<file path="src/rtl/sqrt_pkg.sv">
// Shared constants and FSM encoding for the sequential square-root unit.
package sqrt_pkg;

  localparam int unsigned DEFAULT_WIDTH = 16;

  // Odd-number accumulation: square tracks (root+1)^2, delta tracks 2*(root+1)+1.
  localparam int unsigned SQUARE_INIT = 1;
  localparam int unsigned DELTA_INIT  = 3;
  localparam int unsigned DELTA_STEP  = 2;

  typedef enum logic [1:0] {
    INIT = 2'd0,
    CALC = 2'd1,
    DONE = 2'd2
  } state_t;

endpackage

</file>
<file path="src/rtl/sqrt_datapath.sv">
// Operand/square/delta/root registers with their adders and the square<=operand comparator.
module sqrt_datapath
  import sqrt_pkg::*;
#(
  parameter int unsigned WIDTH = DEFAULT_WIDTH
) (
  input  logic                 clk,
  input  logic                 rst,
  input  logic                 i_load,
  input  logic                 i_step,
  input  logic [WIDTH-1:0]     i_operand,
  output logic                 o_le,
  output logic [WIDTH/2-1:0]   o_root
);

  localparam int unsigned SW = WIDTH + 1;
  localparam int unsigned DW = WIDTH / 2 + 2;
  localparam int unsigned RW = WIDTH / 2;

  logic [WIDTH-1:0] r_operand;
  logic [SW-1:0]    r_square;
  logic [DW-1:0]    r_delta;
  logic [RW-1:0]    r_root;

  logic [SW-1:0]    w_square_next;
  logic [DW-1:0]    w_delta_next;
  logic [RW-1:0]    w_root_next;

  assign w_square_next = r_square + SW'(r_delta);
  assign w_delta_next  = r_delta + DW'(DELTA_STEP);
  assign w_root_next   = r_root + RW'(1);

  // Square is one bit wider so (2^(WIDTH/2))^2 compares correctly against any operand.
  assign o_le   = (r_square <= {1'b0, r_operand});
  assign o_root = r_root;

  // Load initial values on i_load, advance one odd-number step on i_step, otherwise hold.
  always_ff @(posedge clk or posedge rst) begin
    if (rst) begin
      r_operand <= '0;
      r_square  <= '0;
      r_delta   <= '0;
      r_root    <= '0;
    end else if (i_load) begin
      r_operand <= i_operand;
      r_square  <= SW'(SQUARE_INIT);
      r_delta   <= DW'(DELTA_INIT);
      r_root    <= '0;
    end else if (i_step) begin
      r_square  <= w_square_next;
      r_delta   <= w_delta_next;
      r_root    <= w_root_next;
    end
  end

endmodule

</file>
<file path="src/rtl/square_root_seq.sv">
// Sequential floor(sqrt(valor_i)); each computation is started by reset release.
module square_root_seq
  import sqrt_pkg::*;
#(
  parameter int unsigned WIDTH = DEFAULT_WIDTH
) (
  input  logic               clk,
  input  logic               rst,
  input  logic [WIDTH-1:0]   valor_i,
  output logic               ready_o,
  output logic [WIDTH/2-1:0] root_o
);

  state_t r_state;
  state_t w_state_next;
  logic   w_load;
  logic   w_step;
  logic   w_le;

  // State register; reset returns to INIT so the next release starts a computation.
  always_ff @(posedge clk or posedge rst) begin
    if (rst) r_state <= INIT;
    else     r_state <= w_state_next;
  end

  // Next-state and datapath enables.
  always_comb begin
    w_state_next = r_state;
    w_load       = 1'b0;
    w_step       = 1'b0;
    unique case (r_state)
      INIT: begin
        w_load       = 1'b1;
        w_state_next = CALC;
      end
      CALC: begin
        if (w_le) w_step       = 1'b1;
        else      w_state_next = DONE;
      end
      DONE:    w_state_next = DONE;
      default: w_state_next = INIT;
    endcase
  end

  // Busy flag decoded straight from the state register, so it only moves on clk or rst.
  assign ready_o = (r_state != DONE);

  sqrt_datapath #(
    .WIDTH (WIDTH)
  ) u_datapath (
    .clk       (clk),
    .rst       (rst),
    .i_load    (w_load),
    .i_step    (w_step),
    .i_operand (valor_i),
    .o_le      (w_le),
    .o_root    (root_o)
  );

endmodule

</file>
<file path="config.mk">
export PLATFORM = sky130hd
export DESIGN_NAME = square_root_seq
export DESIGN_NICKNAME = d
export VERILOG_FILES = /design/src/rtl/sqrt_pkg.sv /design/src/rtl/sqrt_datapath.sv /design/src/rtl/square_root_seq.sv
export SDC_FILE = /design/constraint.sdc
export NUM_CORES = 1
export LEC_CHECK = 0
export ABC_CLOCK_PERIOD_IN_PS = 3900
export BUFFER_PORTS_ARGS = -buffer_cell sky130_fd_sc_hd__buf_2
export CAP_MARGIN = 20
export CORE_ASPECT_RATIO = 0.7
export CORE_MARGIN = 2
export CORE_UTILIZATION = 60
export DETAILED_ROUTE_END_ITERATION = 12
export PLACE_DENSITY = 0.82
export SYNTH_ARGS = -nofsm -noshare
export SYNTH_HDL_FRONTEND = slang
export SYNTH_SLANG_ARGS = --single-unit
</file>
<file path="constraint.sdc">
create_clock -name clk -period 3.9 [get_ports clk]
set_input_delay 0.78 -clock clk [delete_from_list [all_inputs] [get_ports clk]]
set_output_delay 0.78 -clock clk [all_outputs]
set_load 0.02 [all_outputs]
</file>
After elaboration in Yosys (flattened, before gate mapping)
Index checks and enable logic that the tools add are counted.
Storage, ports and cells
  input bits: 18
  word-level logic and storage cells: 26
  output and inout port bits: 9
  flip-flop bits (word level): 53
Operators by class
  multiplexer cells: 11
  order comparisons: 1
  equal/unequal tests: 4
  reductions and logical operators: 2
  add/sub/neg operators: 3
Operator list (count)
  $mux W17: 2
  $mux W10: 2
  $add A17 B10 Y17: 1
  $le A17 B16 Y1: 1
  $mux W8: 2
  $add A10 B2 Y10 const B: 1
  $add A8 B1 Y8 const B: 1
  $pmux W2 S3: 1
  $ne A2 B2 Y1 const B: 2
  $mux W1: 3
  $eq A2 B1 Y1 const B: 1
  $eq A2 B2 Y1 const B: 1
  $logic_not A2 Y1: 1
  $mux W2: 1
  $reduce_bool A2 Y1: 1

Logic depth before layout (Yosys ltp)
Gate-level depths: netlist (run 1).
  depth in word-level cells: 5
  mapped depth: 11
  depth with buffers taken out: 10

Hierarchy
A second synthesis (run 1) with hierarchy kept.
Second synthesis, totals
  cells, all modules: 350
  area total of the unflattened synthesis: 3235.6 um^2
By module, submodules not included
  sqrt_datapath: area an instance 3093.0 um^2, cells each 337, instances 1, sequential area each 1276.2 um^2
  square_root_seq: area an instance 142.6 um^2, cells each 13, instances 1, sequential area each 50.0 um^2

Worst setup path before layout (run 1)
No wires, ideal clock.
  kind: reg2reg
  from: reg u_datapath.r_square[15]
  to: reg u_datapath.r_square[15]
  path buffers: 1
  clock period less this slack: 2.443 ns
  cell stages (with the launch flop): 9
  arrival: 2.315 ns
  setup time: 0.128 ns
  required time: 3.772 ns
  path slack: 1.457 ns
  cell sequence: dfrtp_1 -> ha_1 -> and4b_1 -> and3_1 -> a221oi_4 -> nor2_2 -> buf_6 -> nor4b_4 -> mux2_1
On the way
  longest elaborated chain between the ends: 4
  elaborated cells on any way between the ends: 7
  those cells by class: add/sub (1); order compare (1); mux (4); reduce/logical (1)
Ends and longest elaborated chain
  start: declaration: line sqrt_datapath.sv:21  | logic [SW-1:0] r_square;
  start signal: assignment: line sqrt_datapath.sv:46  | r_square <= SW'(SQUARE_INIT);
  start signal: assignment: line sqrt_datapath.sv:50  | r_square <= w_square_next;
  $le A17 B16 Y1: line sqrt_datapath.sv:34  | assign o_le = (r_square <= {1'b0, r_operand});
  $mux W1: line square_root_seq.sv:37  | if (w_le) w_step = 1'b1;
  $mux W1: line square_root_seq.sv:31  | unique case (r_state)
  $reduce_bool A2 Y1 (no line)
Parallel ways exist; a longest one is shown, timed or not. The select of a mux whose other input is x is not followed.
A chain may end at the register's enable or synchronous reset.

Final worst setup path (run 1)
  from: reg u_datapath.r_square[6]
  to: reg u_datapath.r_delta[9]
On the way
  longest elaborated chain between the ends: 4
Ends and longest elaborated chain
  $le A17 B16 Y1: line sqrt_datapath.sv:34
  $mux W1: line square_root_seq.sv:37
  $mux W1: line square_root_seq.sv:31
  $reduce_bool A2 Y1 (no line)
  end signal: assignment: line sqrt_datapath.sv:47  | r_delta <= DW'(DELTA_INIT);
  end signal: assignment: line sqrt_datapath.sv:51  | r_delta <= w_delta_next;
  end: declaration: line sqrt_datapath.sv:22  | logic [DW-1:0] r_delta;
Every way passes these cells.

==> summary.txt, run 1 <==
Power and ir drop
  – Power Density: 551 nW/µm²
  – Pleak: 0.00178 µW
  – Peak supply drop: roughly 0.44 mV
  – Total power: approximately 1900 µW

Logic synthesis
  – Post-synth top flop: dfrtp_1
  – Simple-gate area share of the yosys netlist: around 17%
  – Synth warn: 0
  – Synth unique cells: 48
  – Post-synth ARST share: 100%
  – Compound-gate portion of the synthesized area: 17.0%
  – Post-synthesis xor/xnor area fraction: roughly 2.7%
  – Mapped Avg Cell Area: 9.71 µm²
  – Syn nets: 381
  – FF+latch count, synth: 53
  – Proportion of synthesized area in mux cells: 3.85%
  – Mapped Area: 3210 µm²
  – Cells after synthesis: 331
  – Post-synthesis sequential area ratio: 41.3%
  – Area share of fa/ha/maj cells after synthesis: 12.7%
  – Number of synthesized flops with an enable pin: 0
  – Largest family of logic cells by synthesized area: simple AND/OR/NAND/NOR gates

Setup path
  – Worst EP arrival: between 3 and 4 ns
  – Critical path cell sequence: ha_1, a21o_1, a21oi_1, o21ai_0, a221oi_4, nor2_4, buf_16, or4_1, a21oi_1
  – WP data required: 4.15 ns
  – CP Capture Type: flop
  – Reg2Reg Depth: 9
  – Kind of critical path: reg -> reg
  – Worst path max stage delay: 0.51 ns
  – Most Frequent Cell on Critical Path: a21oi_1
  – CP Max Fanout: 22
  – R2R Setup Slk: 0.95 ns
  – Worst reg2reg startpoint: u_datapath.r_square[6]
  – Worst setup startpoint: u_datapath.r_square[6]
  – FF-to-FF End: u_datapath.r_delta[9]
  – Crit-path slowest cell: or4_1
  – Setup crit start kind: flop

Clock tree
  – Clock Sinks: 53
  – Cts hold-fix bufs: 0
  – Post-CTS sizing: 0
  – Reg clk slew, reported paths: 0.10 ns
  – H-Tree Depth: 2
  – Post-CTS setup buffer count: 0
  – Root buffer cell: clkbuf_8
  – CTS Buf Count: 5
  – Clk buf depth: 2
  – Worst-Skew Late Latency: around 0.32 ns
  – CTS tree: built

Floorplan
  – Site Rows: 22
  – Initial Util: between 60% and 70%
  – Die Y: around 65 µm
  – Die width: 91.5 µm
  – Core ar.: 5200 µm²
  – Die area: 5970 µm²
  – Ports: 27

Route
  – Antenna-violating nets left: 0
  – Routed WL per cell: 15.4 µm
  – Drt drc: 0
  – Vias per std cell: 5.78
  – Drt total wl: 6.59 mm
  – Pre-Repair DR Iteration Count: 4
  – Via count: 2480
  – DRT iter0 DRCs: approximately 110

STA
  – Worst slew margin relative to its limit: ~62%
  – Final Slew Violations: 0
  – Final Hold Viols: 0
  – Final Cycle Share: 75.7%
  – Max Freq: between 0.3 and 0.4 GHz
  – Worst Skew: 0.00846 ns
  – RSZ-0062 raised after global routing: no
  – Worst-Margin Slew: 0.570 ns
  – Setup TNS: 0 ns
  – Min Tclk post-route: 2.95 ns
  – Final setup viols: 0

Flow run
  – # Max-Cap Violations: 0

Outcome
  – Status: finished, final reports clean

Layout
  – Share of post-route cells with drive strength above 1: roughly 15%
  – Nets: 406
  – Ant diodes: 0
  – Area grow syn2layout: 9.46%

Global routing
  – First-pass GRT wire length: 11.2 mm
  – Vias in the first global route: 2329
  – Largest net degree at the start of global routing: 43
  – Total congestion overflow: 0
  – Gr usage total: 23.9%
  – Initial antenna violation count: 0

Hold path
  – Hold Path Class: in -> async

Place
  – IO Port Bufs: 26
  – GPL Wtd Cong: 0.874
  – Final HPWL DP: ~4.8 mm
-- cells in the final DEF (no fill, tap or decap), types with 2 or more instances in the layout --
cell type / instances
a21o_1: 4
a21oi_1: 21
and3_1: 4
buf_2: 26
clkbuf_8: 5
clkinv_2: 2
dfrtp_1: 53
ha_1: 30
inv_1: 26
mux2_2: 2
mux2i_1: 9
nand2_1: 30
nand3_1: 13
nand4_1: 3
nor2_1: 21
nor2b_1: 9
nor3_2: 2
o2111ai_1: 5
o21a_1: 2
o21ai_0: 31
o31ai_1: 6
o41ai_2: 2
or2_2: 5
or3_1: 6
or4_1: 5
xnor2_1: 7
xor2_1: 3
-- kinds of logic (layout without fill, tap and decap cells) --
group                      Yosys count  in the layout
AOI/OAI and AO/OA                   82             82
xor gates and xnor gates            10             10
adders and majority gates           32             32
buffers and inverters               38             64
DFF                                 53             53
muxes                               12             12
and+or+nand+nor                    104            104
-- routing by layer --
| layer | global-route usage (%) | routed length, µm | up-vias |
|---|---|---|---|
| li1 | - | - | 1232 |
| met5 | 0 | 0 | - |
| met2 | 37.8 | 2930 | 55 |
| met3 | 4.47 | 301 | 9 |
| met1 | 33.4 | 3270 | 1184 |
| met4 | 7.95 | 93 | 0 |
-- area by class of cell --
| type | count | area, µm² |
|---|---|---|
| fillers | 411 | 1680 |
| clock inverters | 2 | 10.0 |
| well taps | 72 | 90.1 |
| multi-input cells | 240 | 1730 |
| inverters | 27 | 101 |
| flip-flops and latches | 53 | 1330 |
| repair buffers | 29 | 185 |
| clock buffers | 6 | 72.6 |
-- Yosys cell counts (7+ instances only) --
cell type | instances | share of area, %
nor2_1 | 21 | 2.5
inv_1 | 27 | 3.2
o21ai_0 | 31 | 4.8
nor2b_1 | 9 | 1.8
dfrtp_1 | 53 | 41
nand3_1 | 13 | 2.0
a21oi_1 | 21 | 3.3
xnor2_1 | 7 | 1.9
mux2i_1 | 9 | 2.8
nand2_1 | 30 | 3.5
ha_1 | 31 | 12
-- worst max path at each step --
stage	end	slack, ns	depth (start not counted)
after floorplan	u_datapath.r_square[15]	1.46	8
after CTS	u_datapath.r_square[15]	0.94	8
after detailed placement	u_datapath.r_square[15]	0.96	8
final	u_datapath.r_delta[9]	0.95	9
after global routing	u_datapath.r_delta[9]	0.80	8
after global placement	u_datapath.r_square[15]	1.03	8
-- stage by stage --
stage / hold WS [ns] / util [%] / std cells / worst slack [ns] / cell area, µm²
after floorplan: 0.444 / - / 331 / 1.46 / 3210
after global placement: 0.503 / 65.1 / 419 / 1.03 / 3390
after detailed placement: 0.505 / 65.5 / 420 / 0.956 / 3410
after CTS: 0.410 / 67.1 / 428 / 0.943 / 3490
after global routing: 0.430 / 67.6 / 429 / 0.800 / 3520
final: 0.404 / 67.6 / 429 / 0.947 / 3520
-- report_power, final --
part           internal, µW  leakage [µW]  switching (µW)  total (µW)
Combinational           316       0.00104             561         878
Clock                   125     0.0000450             186         311
Sequential              679      0.000692            71.4         750
Total                  1120       0.00178             819        1940
-- registers in the layout, summed over array words and instances (netlist names) --
name                  count
u_datapath.r_square      17
u_datapath.r_operand     16
u_datapath.r_delta       10
u_datapath.o_root         8
r_state                   2
-- worst max-delay path, delay by kind of cell (launching register included) --
family                     cells  cell delay [ns]
AOI/OAI and AO/OA              5             1.19
adders and majority gates      1             0.31
buffers and inverters          1             0.24
DFF                            1             0.42
and+or+nand+nor                2             0.72
(Power assumes the default switching activity.)
==> inputs of run 2 (changes only) <==
--- a/config.mk
+++ b/config.mk
@@ -5,14 +5,14 @@
 export SDC_FILE = /design/constraint.sdc
 export NUM_CORES = 1
 export LEC_CHECK = 0
-export ABC_CLOCK_PERIOD_IN_PS = 3900
+export ABC_CLOCK_PERIOD_IN_PS = 2700
 export BUFFER_PORTS_ARGS = -buffer_cell sky130_fd_sc_hd__buf_2
 export CAP_MARGIN = 20
 export CORE_ASPECT_RATIO = 0.7
 export CORE_MARGIN = 2
-export CORE_UTILIZATION = 60
+export CORE_UTILIZATION = 54
 export DETAILED_ROUTE_END_ITERATION = 12
-export PLACE_DENSITY = 0.82
+export PLACE_DENSITY = 0.78
 export SYNTH_ARGS = -nofsm -noshare
 export SYNTH_HDL_FRONTEND = slang
 export SYNTH_SLANG_ARGS = --single-unit
==> constraint.sdc (replaced) <==
create_clock -name clk -period 2.7 [get_ports clk]
set_input_delay 0.54 -clock clk [delete_from_list [all_inputs] [get_ports clk]]
set_output_delay 0.54 -clock clk [all_outputs]
set_load 0.02 [all_outputs]
==> summary.txt, run 2 (synthesis results as in run 1) <==
Outcome
  – Status: finished, final reports clean

Layout
  – Ant diodes: 0
  – Non-filler instance count after layout: 442
  – Largest regs: u_datapath.r_square: 17 flops, u_datapath.r_operand: 16 flops, u_datapath.r_delta: 10 flops
  – Area grow syn2layout: 13.1%
  – Layout fillers: 465
  – Commonest non-fill, non-tap cell in the layout: dfrtp_1
  – Largest register by flop count: u_datapath.r_square
  – Most frequent cells in the layout: dfrtp_1, o21ai_0, nand2_1, ha_1
  – Share of post-route cells with drive strength above 1: between 10% and 20%
  – Multi-input combinational cell area: about 1700 µm²
  – Max reg flops: 17
  – Storage element area: 1330 µm²
  – Nets: between 400 and 500

Route
  – Via count: 2509
  – Drt drc: 0
  – Drt total wl: 6.69 mm
  – Vias per std cell: roughly 5.7
  – DRT iter0 DRCs: around 160
  – Routed WL per cell: 15.1 µm
  – Antenna-violating nets left: 0
  – Pre-Repair DR Iteration Count: 4

Clock tree
  – Worst-Skew Late Latency: 0.31 ns
  – Clk buf depth: 2
  – CTS Buf Count: 5
  – Root buffer cell: clkbuf_8
  – Reg clk slew, reported paths: about 0.10 ns
  – CTS tree: built
  – H-Tree Depth: 2
  – Clock Sinks: 53
  – Cts hold-fix bufs: 0

STA
  – Worst-Margin Slew: 0.566 ns
  – Setup TNS: 0 ns
  – Fin Hold WS: 0.267 ns
  – Final Slew Violations: 0
  – Worst slew margin relative to its limit: 62.2%
  – Min Tclk post-route: 2.53 ns
  – Final setup viols: 0
  – Max Freq: around 0.40 GHz
  – Final worst slack: 0.173 ns
  – Final Hold Viols: 0
  – Worst Skew: 0.0128 ns
  – Final Cycle Share: 93.6%

Setup path
  – R2R Setup Slk: between 0.15 and 0.2 ns
  – FF-to-FF End: u_datapath.r_square[14]
  – CP Max Fanout: 5
  – Worst setup startpoint: u_datapath.r_delta[0]
  – Kind of critical path: reg -> reg
  – CP Capture Type: flop
  – Reg2Reg Depth: 10
  – Worst reg2reg startpoint: u_datapath.r_delta[0]
  – Critical Path End: u_datapath.r_square[14]
  – Worst EP arrival: 2.72 ns
  – Setup crit start kind: flop
  – WP data required: 2.89 ns

Place
  – Final HPWL DP: 5.00 mm
  – Post-placement cell count: approximately 430
  – GPL Wtd Cong: 0.912
  – Pre-CTS setup slack: between 0.1 and 0.15 ns
  – IO Port Bufs: 26

Global routing
  – Vias in the first global route: around 2500
  – First-pass GRT wire length: 11.4 mm
  – Initial antenna violation count: 0
  – Gr usage total: 22.6%
  – Total congestion overflow: 0
  – Largest net degree at the start of global routing: 30

Power and ir drop
  – Total power: 2980 µW
  – Peak supply drop: 0.375 mV
  – Pleak: 0.00184 µW
  – Power Density: 819 nW/µm²

Floorplan
  – Die Y: 68.6 µm
  – Die area: 6600 µm²
  – Site Rows: 23
  – Initial Util: 56.1%
  – Ports: 27
  – Core ar.: 5730 µm²
  – Die width: ~96 µm

Hold path
  – Hold Path Class: in -> async

Flow run
  – # Max-Cap Violations: 0
[run 2: cell count changes in the layout (fill, tap and decap cells not counted)]
cell       change
buf_4          +9
buf_12         +1
o2bb2ai_1      -1
o2bb2ai_2      +1
buf_16         -1
clkinv_2       -2
bufinv_16      +1
nor2b_1        -1
a211oi_2       +1
buf_6          +1
clkinv_4       +1
nor2b_2        +1
a211oi_1       -1
[run 2: area by class of cell]
cell class                 instances  share of cell area, %
tap                               75                   2.58
timing repair buffer              39                   7.05
multi-input combinational        240                   48.0
clock inverter                     2                   1.07
inverter                          27                   2.79
clock buffer                       6                   2.00
sequential                        53                   36.5
[run 2: metrics by stage]
step	cell area (µm²)	util (%)
after global routing	3640	63.5
after floorplan	3210	-
after detailed placement	3510	61.2
after CTS	3620	63.2
final	3640	63.5
after global placement	3510	61.2
[run 2: timing repair]
| action | 4_1_cts | 5_1_grt |
|---|---|---|
| buffers inserted | 0 | 0 |
| gates resized for setup | 0 | 4 |
| endpoints found under the setup margin | 0 | 4 |
[run 2: critical path, stage by stage, from the launching register on]
cell and delay [ns]:
dfrtp_1 0.38, ha_1 0.17, inv_1 0.06, fa_1 0.42, nor2b_2 0.15, o31ai_1 0.09, a31oi_1 0.20, o21ai_0 0.16
o2bb2ai_2 0.19, nor3_2 0.22, mux2_2 0.36
[run 2: power breakdown]
part           internal (µW)  switching (µW)
logic                    513             845
registers                980            91.9
clock network            279             269
total                   1770            1210
[run 2: layer usage]
metal / wire length, µm / track usage (%) / up-vias / part of all wire [%]
met5: 0 / 0 / - / 0
met4: 83 / 7.50 / 0 / 1.2
met3: 238 / 3.91 / 9 / 3.6
met2: 3120 / 37.8 / 45 / 47
met1: 3250 / 30.1 / 1210 / 49
li1: - / - / 1245 / -
[run 2: how the worst min path moves through the flow]
stage	from	endpoint	slack [ns]	cells past startpoint
4_1_cts	rst	u_datapath.r_square[13]	0.29	2
2_1_floorplan	u_datapath.r_delta[0]	u_datapath.r_delta[0]	0.44	1
6_report	rst	u_datapath.r_square[13]	0.27	2
5_1_grt	rst	u_datapath.r_square[13]	0.32	2
3_3_place_gp	u_datapath.r_delta[0]	u_datapath.r_delta[0]	0.46	1
3_5_place_dp	u_datapath.r_delta[0]	u_datapath.r_delta[0]	0.50	1
